`src/rtl/cfi_alert_ctrl.sv`:
```
`default_nettype none
// +--------------------------------------------------------------------------+
// | Module      : cfi_alert_ctrl                                             |
// | Description : Collects one-cycle CFI violation pulses from NR_SRC        |
// |               detectors, buffers one PC per detector, and offers them    |
// |               one at a time to the exception path via valid/ready,       |
// |               serving pending detectors in round-robin order.            |
// | Ports       : clk_i, rst_ni          clock / async active-low reset      |
// |               det_i, det_pc_i        detection pulses and their PCs      |
// |               cfg_en_i, cfg_mask_i   global enable, per-detector mask    |
// |               clear_i                clears counter and overflow status  |
// |               alert_valid_o/ready_i  alert handshake                     |
// |               alert_src_o, alert_pc_o presented alert contents           |
// |               pending_o              per-detector pending flags          |
// |               alert_cnt_o            saturating accepted-alert counter   |
// |               overflow_o             sticky lost-detection flag          |
// | Revision    : 1.0 - initial release                                      |
// +--------------------------------------------------------------------------+
module cfi_alert_ctrl #(
   parameter int NR_SRC = 4,
   parameter int CNT_W  = 8
) (
   input  logic                            clk_i,
   input  logic                            rst_ni,
   input  logic [NR_SRC-1:0]               det_i,
   input  logic [NR_SRC-1:0][63:0]         det_pc_i,
   input  logic                            cfg_en_i,
   input  logic [NR_SRC-1:0]               cfg_mask_i,
   input  logic                            clear_i,
   output logic                            alert_valid_o,
   input  logic                            alert_ready_i,
   output logic [$clog2(NR_SRC)-1:0]       alert_src_o,
   output logic [63:0]                     alert_pc_o,
   output logic [NR_SRC-1:0]               pending_o,
   output logic [CNT_W-1:0]                alert_cnt_o,
   output logic                            overflow_o
);

   localparam int SRC_W = $clog2(NR_SRC);
   localparam int SUM_W = SRC_W + 1;

   localparam logic [1:0] C_ST_IDLE     = 2'd0;
   localparam logic [1:0] C_ST_PRESENT  = 2'd1;
   localparam logic [1:0] C_ST_COOLDOWN = 2'd2;

   logic [1:0]              state_q, state_d;
   logic [NR_SRC-1:0]       pending_q;
   logic [NR_SRC-1:0][63:0] pc_buf_q;
   logic [SRC_W-1:0]        src_q;
   logic [SRC_W-1:0]        rr_ptr_q;
   logic [63:0]             pc_q;
   logic [CNT_W-1:0]        cnt_q;
   logic                    ovf_q;

   logic                    w_hs;
   logic [NR_SRC-1:0]       w_capture;
   logic [NR_SRC-1:0]       w_consume;
   logic [NR_SRC-1:0]       w_lost;
   logic [NR_SRC-1:0]       w_pc_load;
   logic [NR_SRC-1:0]       w_pending_d;
   logic                    w_gnt_valid;
   logic [SRC_W-1:0]        w_gnt_idx;

   assign w_hs = alert_valid_o & alert_ready_i;

   // Per-detector capture logic. A capture into a pending slot that is not
   // being handed off this cycle is lost (old PC kept, overflow raised); a
   // capture on the slot being handed off replaces it cleanly.
   for (genvar k = 0; k < NR_SRC; k++) begin : g_src
      assign w_capture[k]   = det_i[k] & cfg_en_i & ~cfg_mask_i[k];
      assign w_consume[k]   = w_hs & (src_q == SRC_W'(k));
      assign w_lost[k]      = w_capture[k] & pending_q[k] & ~w_consume[k];
      assign w_pc_load[k]   = w_capture[k] & ~w_lost[k];
      assign w_pending_d[k] = w_capture[k] | (pending_q[k] & ~w_consume[k]);
   end

   // Round-robin arbiter: scan from rr_ptr_q upward with wrap. The loop runs
   // downward so the last hit (smallest offset from the pointer) wins.
   always_comb begin
      logic [SUM_W-1:0] sum;
      logic [SRC_W-1:0] cand;
      w_gnt_valid = 1'b0;
      w_gnt_idx   = '0;
      sum         = '0;
      cand        = '0;
      for (int i = NR_SRC - 1; i >= 0; i--) begin
         sum = {1'b0, rr_ptr_q} + SUM_W'(i);
         if (sum >= SUM_W'(NR_SRC)) begin
            sum = sum - SUM_W'(NR_SRC);
         end
         cand = sum[SRC_W-1:0];
         if (pending_q[cand]) begin
            w_gnt_valid = 1'b1;
            w_gnt_idx   = cand;
         end
      end
   end

   // FSM state register
   always_ff @(posedge clk_i or negedge rst_ni) begin
      if (!rst_ni) begin
         state_q <= C_ST_IDLE;
      end else begin
         state_q <= state_d;
      end
   end

   // FSM next-state logic
   always_comb begin
      state_d = state_q;
      case (state_q)
         C_ST_IDLE:     if (w_gnt_valid) state_d = C_ST_PRESENT;
         C_ST_PRESENT:  if (alert_ready_i) state_d = C_ST_COOLDOWN;
         C_ST_COOLDOWN: state_d = C_ST_IDLE;
         default:       state_d = C_ST_IDLE;
      endcase
   end

   // FSM outputs
   always_comb begin
      alert_valid_o = (state_q == C_ST_PRESENT);
   end

   // Pending flags and per-detector PC buffers
   always_ff @(posedge clk_i or negedge rst_ni) begin
      if (!rst_ni) begin
         pending_q <= '0;
         pc_buf_q  <= '0;
      end else begin
         pending_q <= w_pending_d;
         for (int k = 0; k < NR_SRC; k++) begin
            if (w_pc_load[k]) begin
               pc_buf_q[k] <= det_pc_i[k];
            end
         end
      end
   end

   // Presented alert, round-robin pointer, counter and overflow status
   always_ff @(posedge clk_i or negedge rst_ni) begin
      if (!rst_ni) begin
         src_q    <= '0;
         pc_q     <= '0;
         rr_ptr_q <= '0;
         cnt_q    <= '0;
         ovf_q    <= 1'b0;
      end else begin
         if ((state_q == C_ST_IDLE) && w_gnt_valid) begin
            src_q <= w_gnt_idx;
            pc_q  <= pc_buf_q[w_gnt_idx];
         end
         if (w_hs) begin
            rr_ptr_q <= (src_q == SRC_W'(NR_SRC - 1)) ? '0 : src_q + SRC_W'(1);
         end
         // clear_i takes priority over a same-cycle increment or overflow
         if (clear_i) begin
            cnt_q <= '0;
         end else if (w_hs && (cnt_q != {CNT_W{1'b1}})) begin
            cnt_q <= cnt_q + CNT_W'(1);
         end
         if (clear_i) begin
            ovf_q <= 1'b0;
         end else if (|w_lost) begin
            ovf_q <= 1'b1;
         end
      end
   end

   assign alert_src_o = src_q;
   assign alert_pc_o  = pc_q;
   assign pending_o   = pending_q;
   assign alert_cnt_o = cnt_q;
   assign overflow_o  = ovf_q;

endmodule
`default_nettype wire
```
`config.mk`:
```
export PLATFORM = sky130hd
export DESIGN_NAME = cfi_alert_ctrl
export DESIGN_NICKNAME = d
export VERILOG_FILES = /design/src/rtl/cfi_alert_ctrl.sv
export SDC_FILE = /design/constraint.sdc
export NUM_CORES = 1
export LEC_CHECK = 0
export ABC_AREA = 0
export ABC_CLOCK_PERIOD_IN_PS = 2100
export BUFFER_PORTS_ARGS = -buffer_cell sky130_fd_sc_hd__clkbuf_2
export CAP_MARGIN = 20
export CORE_MARGIN = 4
export CORE_UTILIZATION = 45
export DETAILED_ROUTE_END_ITERATION = 12
export HOLD_SLACK_MARGIN = 0.08
export PLACE_DENSITY = 0.69
export SLEW_MARGIN = 20
export SYNTH_ARGS = -nofsm -noshare
export SYNTH_HDL_FRONTEND = slang
export SYNTH_SLANG_ARGS = --single-unit
```
`constraint.sdc`:
```
create_clock -name clk_i -period 2.1 [get_ports clk_i]
set_input_delay 0.105 -clock clk_i [delete_from_list [all_inputs] [get_ports clk_i]]
set_output_delay 0.105 -clock clk_i [all_outputs]
set_load 0.01 [all_outputs]
```
== Yosys cells after proc, flatten, opt, wreduce, memory -nomap -nowiden ==
Cells that the tools add are included.

* Input port bits: 269
* Output and inout bits: 80
* Flip-flop bits (word level): 339
* Logic and storage cells: 119

* Eq/ne operators: 7
* Order comparisons: 9
* Reduce and logical (&&, ||, !) cells: 8
* Add/subtract/negate cells: 9
* Bitwise operators: 45
* Muxes and demuxes: 30

{| class="wikitable"
|+ Operators with widths
! cell !! number
|-
| binary-select mux 64 bit (select 2 bit) || 1
|-
| 2-to-1 mux 64 bit || 1
|-
| AND 1 bit || 29
|-
| 2-to-1 mux 2 bit || 11
|-
| 2-to-1 mux 8 bit || 2
|-
| less-than comparator 2 x 3 -> 1 bit, second input constant || 5
|-
| NOT 1 bit || 12
|-
| 2-to-1 mux 1 bit || 10
|-
| greater-or-equal comparator 3 bit, second input constant || 3
|-
| adder 8 x 1 -> 8 bit, second input constant || 1
|-
| binary-select mux 1 bit (select 2 bit) || 4
|-
| != test 8 bit, second input constant || 1
|-
| subtractor 2 x 1 -> 2 bit, second input constant || 4
|-
| adder 2 x 2 -> 3 bit, second input constant || 2
|-
| equality test 2 x 1 -> 1 bit, second input constant || 2
|-
| equality test 2 bit, second input constant || 2
|-
| logical NOT 2 bit || 2
|-
| OR 1 bit || 4
|-
| case mux 2 bit (2 select lines) || 1
|-
| nonzero test 2 bit || 2
|-
| OR reduction 4 bit || 1
|-
| adder 2 x 1 -> 3 bit, second input constant || 1
|-
| greater-or-equal comparator 2 x 3 -> 1 bit, second input constant || 1
|-
| adder 2 x 1 -> 2 bit, second input constant || 1
|-
| 4 further kinds || 5
|}

== Longest topological paths before layout ==
Gate-level depths: netlist of the first run.

* Word-level depth: 11
* Gate-level depth with buffers: 7
* Depth with buffers taken out: 6

== Least setup slack after synthesis of the first run ==
Ideal clock, no wire load.

* Path kind: reg-to-reg
* From: register pending_q[0] (netlist: pending_o[0])
* To: register pc_q[14] (netlist: alert_pc_o[14])
* Clock period less this slack: 1.778 ns
* Stages on the path, launching flop included: 8
* Setup time: 0.133 ns
* Required time: 1.967 ns
* Data arrival time: 1.644 ns
* Buffers on the path: 2
* Path slack: 0.322 ns
* Cell sequence: dfrtp_1 -> inv_2 -> o221a_1 -> o22ai_2 -> buf_12 -> buf_12 -> mux2i_1 -> o221ai_2

* Longest elaborated chain between the ends: 8
* Elaborated cells between the ends (all ways): 19
* Those cells by class: mux (18); reduce/logical (1)

{| class="wikitable"
|+ RTL lines
! what !! line !! RTL
|-
| start, declared || 47 || <nowiki>logic [NR_SRC-1:0] pending_q;</nowiki>
|-
| start signal, assigned || 130 || <nowiki>pending_q <= w_pending_d;</nowiki>
|-
| binary-select mux 1 bit (select 2 bit) || 92 || <nowiki>if (pending_q[cand]) begin</nowiki>
|-
| 2-to-1 mux 1 bit (not written as such) || 92 ||
|-
| 2-to-1 mux 2 bit (4 in series) || 92 ||
|-
| binary-select mux 64 bit (select 2 bit) || 150 || <nowiki>pc_q <= pc_buf_q[w_gnt_idx];</nowiki>
|-
| 2-to-1 mux 64 bit (not written as such) || 150 ||
|-
| end signal, assigned || 150 ||
|-
| end, declared || 51 || <nowiki>logic [63:0] pc_q;</nowiki>
|}

Several ways; a longest one is shown, not always the timed one. The select of a mux whose other input is x is not followed.
A chain may end at the register's enable or synchronous reset.

== Final worst setup path of the first run ==
* From: register pending_q[1] (netlist: pending_o[1])
* To: register pc_q[37] (netlist: alert_pc_o[37])

The elaborated chain is that of the path after synthesis.

==> results of run 1 <==
## Yosys cell counts, types with 5 or more instances
cell / number
sky130_fd_sc_hd__dfrtp_1: 339
sky130_fd_sc_hd__mux2_1: 256
sky130_fd_sc_hd__mux2i_1: 128
sky130_fd_sc_hd__nand2_1: 74
sky130_fd_sc_hd__o221ai_2: 64
sky130_fd_sc_hd__buf_2: 17
sky130_fd_sc_hd__buf_4: 16
sky130_fd_sc_hd__buf_12: 11
sky130_fd_sc_hd__buf_6: 10
sky130_fd_sc_hd__nor2_1: 10
sky130_fd_sc_hd__inv_1: 7
sky130_fd_sc_hd__ha_1: 5
sky130_fd_sc_hd__nand2b_1: 5
sky130_fd_sc_hd__xnor2_1: 5
## metal layers
| layer | vias up | wire length (um) | track usage (%) |
|---|---|---|---|
| met5 | - | 0 | 0 |
| li1 | 4912 | - | - |
| met1 | 5620 | 17630 | 29.46 |
| met2 | 396 | 22220 | 41.87 |
| met3 | 115 | 2583 | 5.126 |
| met4 | 0 | 1712 | 10.11 |
## power by group
group	internal, mW	switching (mW)	leakage, nW
logic	6.32	6.66	5.27
clock network	3.77	2.57	0.592
registers	9.70	1.80	4.15
total	19.8	11.0	10.0
## final cells by class
type	instances	area, um2	area share, %
diodes	5	12.51	0.05881
flip-flops and latches	339	8483	39.87
well taps	442	553.0	2.599
clock buffers	57	1154	5.422
repair buffers	655	5050	23.74
multi-input cells	593	5959	28.01
clock inverters	6	33.78	0.1588
inverters	8	30.03	0.1411
## per-stage QoR
stage	worst slack [ns]	hold WS [ns]	util (%)
final	0.07570	0.1141	65.06
after global routing	0.002632	0.1464	65.05
after CTS	0.06968	0.1026	65.01
after detailed placement	0.1062	0.07613	53.20
after global placement	0.1804	0.07130	53.20
after floorplan	0.3225	-0.1906	-
## cell families (layout without fill, tap and decap cells)
logic type	count (synthesis)	after routing	share of synthesized area, %
other	0	5	0
AO/OA/AOI/OAI	85	85	7.461
flip-flops	339	339	56.52
XOR/XNOR	6	6	0.3501
buffers and inverters	69	726	4.060
AND/OR/NAND/NOR	111	111	3.293
multiplexers	386	386	27.89
adder cells (fa/ha/maj)	5	5	0.4168
## worst max-delay path, cell delays in order (launching register included)
cell,delay [ns]
sky130_fd_sc_hd__dfrtp_1,0.51
sky130_fd_sc_hd__nor2b_1,0.19
sky130_fd_sc_hd__nor3_1,0.09
sky130_fd_sc_hd__o22ai_4,0.19
sky130_fd_sc_hd__buf_12,0.24
sky130_fd_sc_hd__buf_12,0.21
sky130_fd_sc_hd__mux2i_2,0.30
sky130_fd_sc_hd__o221ai_2,0.14
## sequential cells by signal (all words and copies together) (netlist names)
| signal | flops |
|---|---|
| pending_o | 4 |
| pc_buf_q | 256 |
| state_q | 2 |
| alert_pc_o | 64 |
| rr_ptr_q | 2 |
| alert_cnt_o | 8 |
| overflow_o | 1 |
| alert_src_o | 2 |
## path summary, 6_finish.rpt
kind | to | slack (ns) | cells after the start
max reg2reg | alert_pc_o[37] | 0.08 | 7
min | alert_cnt_o[0] | 0.11 | 2
max in group asynchronous | pc_buf_q[49] | 1.10 | 4
min in group clk_i | overflow_o | 0.13 | 4
max | alert_pc_o[37] | 0.08 | 7
min reg2reg | pc_buf_q[203] | 0.48 | 1
## what timing repair did
action	in CTS	in global routing
endpoints found under the hold margin	600	0
hold buffers	267	0
resized for setup	0	2
endpoints found under the setup margin	0	111
==> results.txt, run 1 <==
----------------------------------------------------
[Status]
  Outcome ... complete, no violations

[Timing]
  Upper clock frequency limit ... 494.0 MHz
  Tightest slew margin relative to the limit ... 64.90%
  Fin crit period ... 2.024 ns
  Number of failing hold endpoints at the final stage ... 0
  Setup repair after global routing missed its margin ... false
  Final TNS setup ... 0 ns
  Pins Over Slew Limit ... 0
  Pin slew with the least headroom to its limit ... 0.5265 ns
  Final Skew ... 0.01583 ns
  Final setup vio count ... 0
  Period Utilization, post-route ... 96.40%

[Synth]
  Library cell occupying the most area in the post-synthesis netlist ... sky130_fd_sc_hd__dfrtp_1
  Summed instance area of the synthesized netlist ... 15010 um2
  Cell types with the largest area share after synthesis ... sky130_fd_sc_hd__dfrtp_1 57%, sky130_fd_sc_hd__mux2_1 19%, sky130_fd_sc_hd__mux2i_1 8.5%
  Share of flip-flops with an asynchronous set or reset after synthesis ... 100.0%
  Yosys cell types ... 47
  Yosys Warn Count ... 0
  Sequential element share of the synthesized area ... 56.52%
  Fraction of synthesized cell area taken by the top area cell type ... 56.52%
  Number of enable-type register cells in the synthesized netlist ... 0
  Flip-flop cell with the highest count after synthesis ... sky130_fd_sc_hd__dfrtp_1
  Mean cell area of the mapped netlist ... 14.99 um2
  Number of nets produced by synthesis ... 1275
  Yosys reg bits ... 339
  Cells after synthesis ... 1001

[Drt]
  Detailed-route wire length per cell ... 20.97 um
  Detailed Route WL ... 44.15 mm
  DRC marker count from the first detailed-route iteration ... 381
  Remaining antenna violation count after routing ... 0
  Via count ... 11040
  Post-DR vias/cell ... 5.246
  Number of DRC violations after detailed routing ... 0
  TritonRoute pass-1 iters ... 5

[Clocking]
  CTS Root Cell ... sky130_fd_sc_hd__clkbuf_16
  H-tree depth reported by CTS ... 2
  Post-CTS setup-driven buffer insertion count ... 0
  # clock sinks ... 339
  Clk Latency, worst-skew pair ... 0.51 ns
  CTS tree ... built
  Clock transition at the registers of the reported paths ... 0.06 ns
  Maximum count of clock buffers along a single path ... 3
  TritonCTS Buffers ... 37

[Placement]
  Final HPWL from detailed placement ... 26.11 mm
  Placed Cells incl. Taps ... 1770
  I/O Buffers ... 348
  Instance area after placement ... 17400 um2
  Weighted congestion reported at the end of routability-driven placement ... 0.7956

[Cells and area]
  Relative area change from synthesis to final layout ... 41.76%
  Most common library cell in the layout ignoring fill and taps ... sky130_fd_sc_hd__clkbuf_2
  Proportion of layout cells with a drive suffix above 1 ... 31.54%
  Design area ... 21280 um2
  Commonest cells after routing, fill and taps aside ... 347 x sky130_fd_sc_hd__clkbuf_2, 339 x sky130_fd_sc_hd__dfrtp_1, 267 x sky130_fd_sc_hd__dlygate4sd3_1
  Non-filler instance count after layout ... 2105
  Post-layout net count ... 1908
  Fill cell instance count of the final layout ... 2362

[Worst setup path]
  Critical Path Source ... pending_o[1]
  Maximum fanout along the worst path ... 20
  Data arrival time of the worst path ... 2.39 ns
  CP Data Required Time ... 2.46 ns
  Critical Path Source Type ... flop
  CP endpoint kind ... flop
  Category of the most critical setup path ... flop to flop
  Start of the worst register-to-register path ... pending_o[1]

[Floorplan]
  Std cell rows ... 66
  IO Pins ... 349
  Floorplan core area ... 32700 um2
  Starting density of the core ... 45.89%
  Die height ... 190.6 um
  Die area ... 36340 um2
  Floorplan die width ... 190.6 um

[Pwr]
  Total power of the final layout ... 30.82 mW
  Power density over cell area ... 1449 nW/um2
  Worst-case vdd ir drop ... 1.206 mV
  Leakage power ... 10.01 nW

[GRT]
  Overall track demand over capacity in global routing ... 24.19%
  Global-route wire length before repair ... 69.26 mm
  Number of antenna violations at the first check in global routing ... 4
  Pin count of the biggest net entering global routing ... 69
  GR Overflow Total ... 0
  Vias in the first global route ... 12550

[Flow run]
  Max-cap violations ... 0

[Hold path]
  Classification of the worst-slack hold path ... primary input to asynchronous set/reset pin

----------------------------------------------------
Note: power is estimated with default switching activity, not from simulation.
==> run 2: changes to the inputs <==
Settings changed: ABC_AREA 0 to 1.
==> results.txt, run 2 <==
----------------------------------------------------
[Status]
  Outcome ... complete, no violations

[Timing]
  Pin slew with the least headroom to its limit ... 0.5408 ns (+0.01428 ns)
  Final setup vio count ... 0 (unchanged)
  Final Skew ... 0.01608 ns (+0.0002483 ns)
  Final TNS setup ... 0 ns (unchanged)
  Period Utilization, post-route ... 98.57% (+2.2 points)
  Tightest slew margin relative to the limit ... 63.95% (-0.95 points)
  Fin crit period ... 2.070 ns (+0.04572 ns)
  Number of failing hold endpoints at the final stage ... 0 (unchanged)
  Upper clock frequency limit ... 483.1 MHz (-2.2%)
  Pins Over Slew Limit ... 0 (unchanged)

[Pwr]
  Power density over cell area ... 1801 nW/um2 (+24%)
  Sequential cell fraction of total power ... 29.2% (-8.1 points)
  Fraction of power spent switching nets ... 41.51% (+5.7 points)
  Share of total power in combinational logic ... 53.6% (+12 points)
  Total power of the final layout ... 40.38 mW (+31%)
  Switching power ... 16.76 mW (+52%)
  Clock share of power ... 17.2% (-3.4 points)
  Leakage power ... 10.94 nW (+9.2%)
  Worst-case vdd ir drop ... 1.080 mV (-10%)
  Internal power component ... 23.62 mW (+19%)

[Clocking]
  CTS tree ... built
  CTS Root Cell ... sky130_fd_sc_hd__clkbuf_16
  Maximum count of clock buffers along a single path ... 3 (unchanged)
  Clock transition at the registers of the reported paths ... 0.06 ns (about the same)
  TritonCTS Buffers ... 39 (+5.4%)
  H-tree depth reported by CTS ... 2 (unchanged)
  Clk Latency, worst-skew pair ... 0.52 ns (about the same)
  # clock sinks ... 339 (unchanged)

[Synth]
  Cell types with the highest counts after synthesis ... 339 x sky130_fd_sc_hd__dfrtp_1, 332 x sky130_fd_sc_hd__nand3_1, 297 x sky130_fd_sc_hd__nand2_1, 256 x sky130_fd_sc_hd__mux2_2, 69 x sky130_fd_sc_hd__buf_2
  Most instantiated library cell after synthesis ... sky130_fd_sc_hd__dfrtp_1
  Number of enable-type register cells in the synthesized netlist ... 0 (unchanged)
  Cells after synthesis ... 1409 (+41%)
  Yosys Warn Count ... 0 (unchanged)
  Yosys cell types ... 27 (-43%)
  Fraction of synthesized cell area taken by the top area cell type ... 56.02% (-0.50 points)
  Share of flip-flops with an asynchronous set or reset after synthesis ... 100.0% (unchanged)
  Yosys reg bits ... 339 (unchanged)
  Mean cell area of the mapped netlist ... 10.75 um2 (-28%)
  Number of nets produced by synthesis ... 1683 (+32%)
  Flip-flop cell with the highest count after synthesis ... sky130_fd_sc_hd__dfrtp_1
  Library cell occupying the most area in the post-synthesis netlist ... sky130_fd_sc_hd__dfrtp_1
  Summed instance area of the synthesized netlist ... 15140 um2 (+0.89%)
  Sequential element share of the synthesized area ... 56.02% (-0.50 points)
  Cell types with the largest area share after synthesis ... sky130_fd_sc_hd__dfrtp_1 56%, sky130_fd_sc_hd__mux2_2 19%, sky130_fd_sc_hd__nand3_1 11%

[Drt]
  Remaining antenna violation count after routing ... 0 (unchanged)
  Post-DR vias/cell ... 5.578 (+6.3%)
  Detailed-route wire length per cell ... 22.30 um (+6.3%)
  M1 WL ... 21.40 mm (+21%)
  Via count ... 14100 (+28%)
  DRC marker count from the first detailed-route iteration ... 1162 (+200%)
  Total met3 wirelength after detailed routing ... 4.758 mm (+84%)
  TritonRoute pass-1 iters ... 6 (+1)
  Detailed Route WL ... 56.38 mm (+28%)
  Number of DRC violations after detailed routing ... 0 (unchanged)
  Met2 WL post-DR ... 27.40 mm (+23%)
  Highest metal layer with signal wires ... met4

[Floorplan]
  Floorplan core area ... 32870 um2 (+0.50%)
  Starting density of the core ... 46.07% (+0.18 points)
  Floorplan die width ... 191.4 um (+0.42%)
  Die height ... 191.4 um (+0.42%)
  Std cell rows ... 66 (unchanged)
  IO Pins ... 349 (unchanged)
  Die area ... 36650 um2 (+0.85%)

[GRT]
  GR Overflow Total ... 0 (unchanged)
  Overall track demand over capacity in global routing ... 27.54% (+3.4 points)
  Number of antenna violations at the first check in global routing ... 7 (+3)
  Vias in the first global route ... 14710 (+17%)
  Global-route wire length before repair ... 79.62 mm (+15%)
  Pin count of the biggest net entering global routing ... 66 (-4.3%)

[Worst setup path]
  Critical-path cell list ... inv_1, nand2_1, nand3_1, nand2_2, nand3_4, nand2_2, nand2_4, buf_12, buf_12, nand3_1, nand3_1, nand3_1, nand2_1
  CP Data Required Time ... 2.54 ns (+0.08 ns)
  Library cell contributing the largest single delay on the critical path ... sky130_fd_sc_hd__dfrtp_1
  Category of the most critical setup path ... flop to flop
  Most numerous cell on the critical path ... sky130_fd_sc_hd__nand3_1
  Critical Path Source Type ... flop
  Largest stage delay, worst path ... 0.40 ns (-0.11 ns)
  CP endpoint kind ... flop
  Maximum fanout along the worst path ... 16 (-20%)
  Data arrival time of the worst path ... 2.51 ns (+0.12 ns)

[Cells and area]
  Number of flip-flops under the largest register name ... 256 (unchanged)
  Most flops, register ... pc_buf_q
  Design area ... 22420 um2 (+5.4%)
  Area occupied by multi-input gates ... 6223 um2 (+4.4%)
  Commonest cells after routing, fill and taps aside ... 347 x sky130_fd_sc_hd__clkbuf_2, 337 x sky130_fd_sc_hd__dfrtp_1, 326 x sky130_fd_sc_hd__nand3_1
  FF/Latch Area ... 8486 um2 (about the same)
  Fill cell instance count of the final layout ... 2301 (-2.6%)
  Proportion of layout cells with a drive suffix above 1 ... 37.78% (+6.2 points)
  Most common library cell in the layout ignoring fill and taps ... sky130_fd_sc_hd__clkbuf_2
  Relative area change from synthesis to final layout ... 48.07%
  Post-layout net count ... 2326 (+22%)

[Hold path]
  Classification of the worst-slack hold path ... primary input to asynchronous set/reset pin

[Placement]
  I/O Buffers ... 348 (unchanged)
  Final HPWL from detailed placement ... 30.24 mm (+16%)
  Weighted congestion reported at the end of routability-driven placement ... 0.8852 (+11%)
  Instance area after placement ... 17590 um2 (+1.1%)

[Flow run]
  Max-cap violations ... 0 (unchanged)

----------------------------------------------------
-- run 2: cell types whose count changed after synthesis, sizes merged, moves of 22 or more --
cell / previous run / this run
buf: 56 / 88
inv: 8 / 30
mux2i: 128 / 0
nand2: 74 / 303
nand3: 2 / 334
o221ai: 64 / 0
-- run 2: repair_timing --
| action | 4_1_cts | 5_1_grt |
|---|---|---|
| hold buffers | 268 | 0 |
| endpoints found under the setup margin | 64 | 69 |
| setup buffers | 0 | 14 |
| gates cloned | 0 | 21 |
| hold endpoints to repair | 595 | 0 |
| pin swaps | 0 | 7 |
| resized for setup | 1 | 47 |
-- run 2: final cells by class --
cell class,count,area share [%]
tap,442,2.467
clock buffer,60,5.519
timing repair buffer,695,25.41
inverter,30,0.5022
antenna,8,0.08929
clock inverter,7,0.4074
multi-input combinational,947,27.76
sequential,339,37.85
-- run 2: stage by stage --
step	worst slack, ns	hold slack [ns]	utilization [%]	instances
after CTS	0.001521	0.1635	65.74	2485
after global placement	-0.001583	0.09525	53.53	2150
final	0.02998	0.1468	68.22	2528
after detailed placement	-0.1016	0.09710	53.53	2150
after global routing	-0.04918	0.1769	68.21	2527
after floorplan	0.3831	-0.1906	-	1409
-- run 2: logic make-up after synthesis --
kind of cell / Yosys count / synth area share [%]
AOI/OAI and AO/OA: 26 / 0.9503
xor gates and xnor gates: 2 / 0.1157
adders and majority gates: 5 / 0.4132
buffers and inverters: 124 / 4.115
DFF: 339 / 56.02
muxes: 256 / 19.04
and+or+nand+nor: 657 / 19.34
-- run 2: worst max-delay path: cells and delay by family, from the launching register on --
kind / cells / cell delay [ns]
buffers and inverters: 3 / 0.52
DFF: 1 / 0.40
and+or+nand+nor: 10 / 1.06
-- run 2: worst paths after layout --
path	depth (start not counted)	slack [ns]	start	endpoint
max	13	0.03	pending_o[3]	alert_pc_o[60]
min	2	0.15	rst_ni	pc_buf_q[235]
max reg2reg	13	0.03	pending_o[3]	alert_pc_o[60]
min reg2reg	2	0.48	alert_pc_o[22]	alert_pc_o[22]
max in group asynchronous	4	1.12	rst_ni	pc_buf_q[27]
min in group clk_i	3	0.36	det_pc_i[213]	pc_buf_q[213]
-- run 2: power by group through the flow --
| stage | Clock, mW | Combinational [mW] | Sequential [mW] |
|---|---|---|---|
| 6_report | 6.96 | 21.6 | 11.8 |
| 5_1_grt | 7.32 | 23.3 | 12.0 |
| 4_1_cts | 7.04 | 17.2 | 11.6 |
| 3_5_place_dp | 0 | 16.6 | 11.7 |
| 3_3_place_gp | 0 | 16.2 | 11.6 |
| 2_1_floorplan | 0 | 11.2 | 11.4 |
-- run 2: per-layer routing --
metal	up-vias	GRT usage, %
li1	6111	-
met1	6879	33.73
met2	890	46.55
met3	220	5.278
met4	0	14.06
met5	-	0
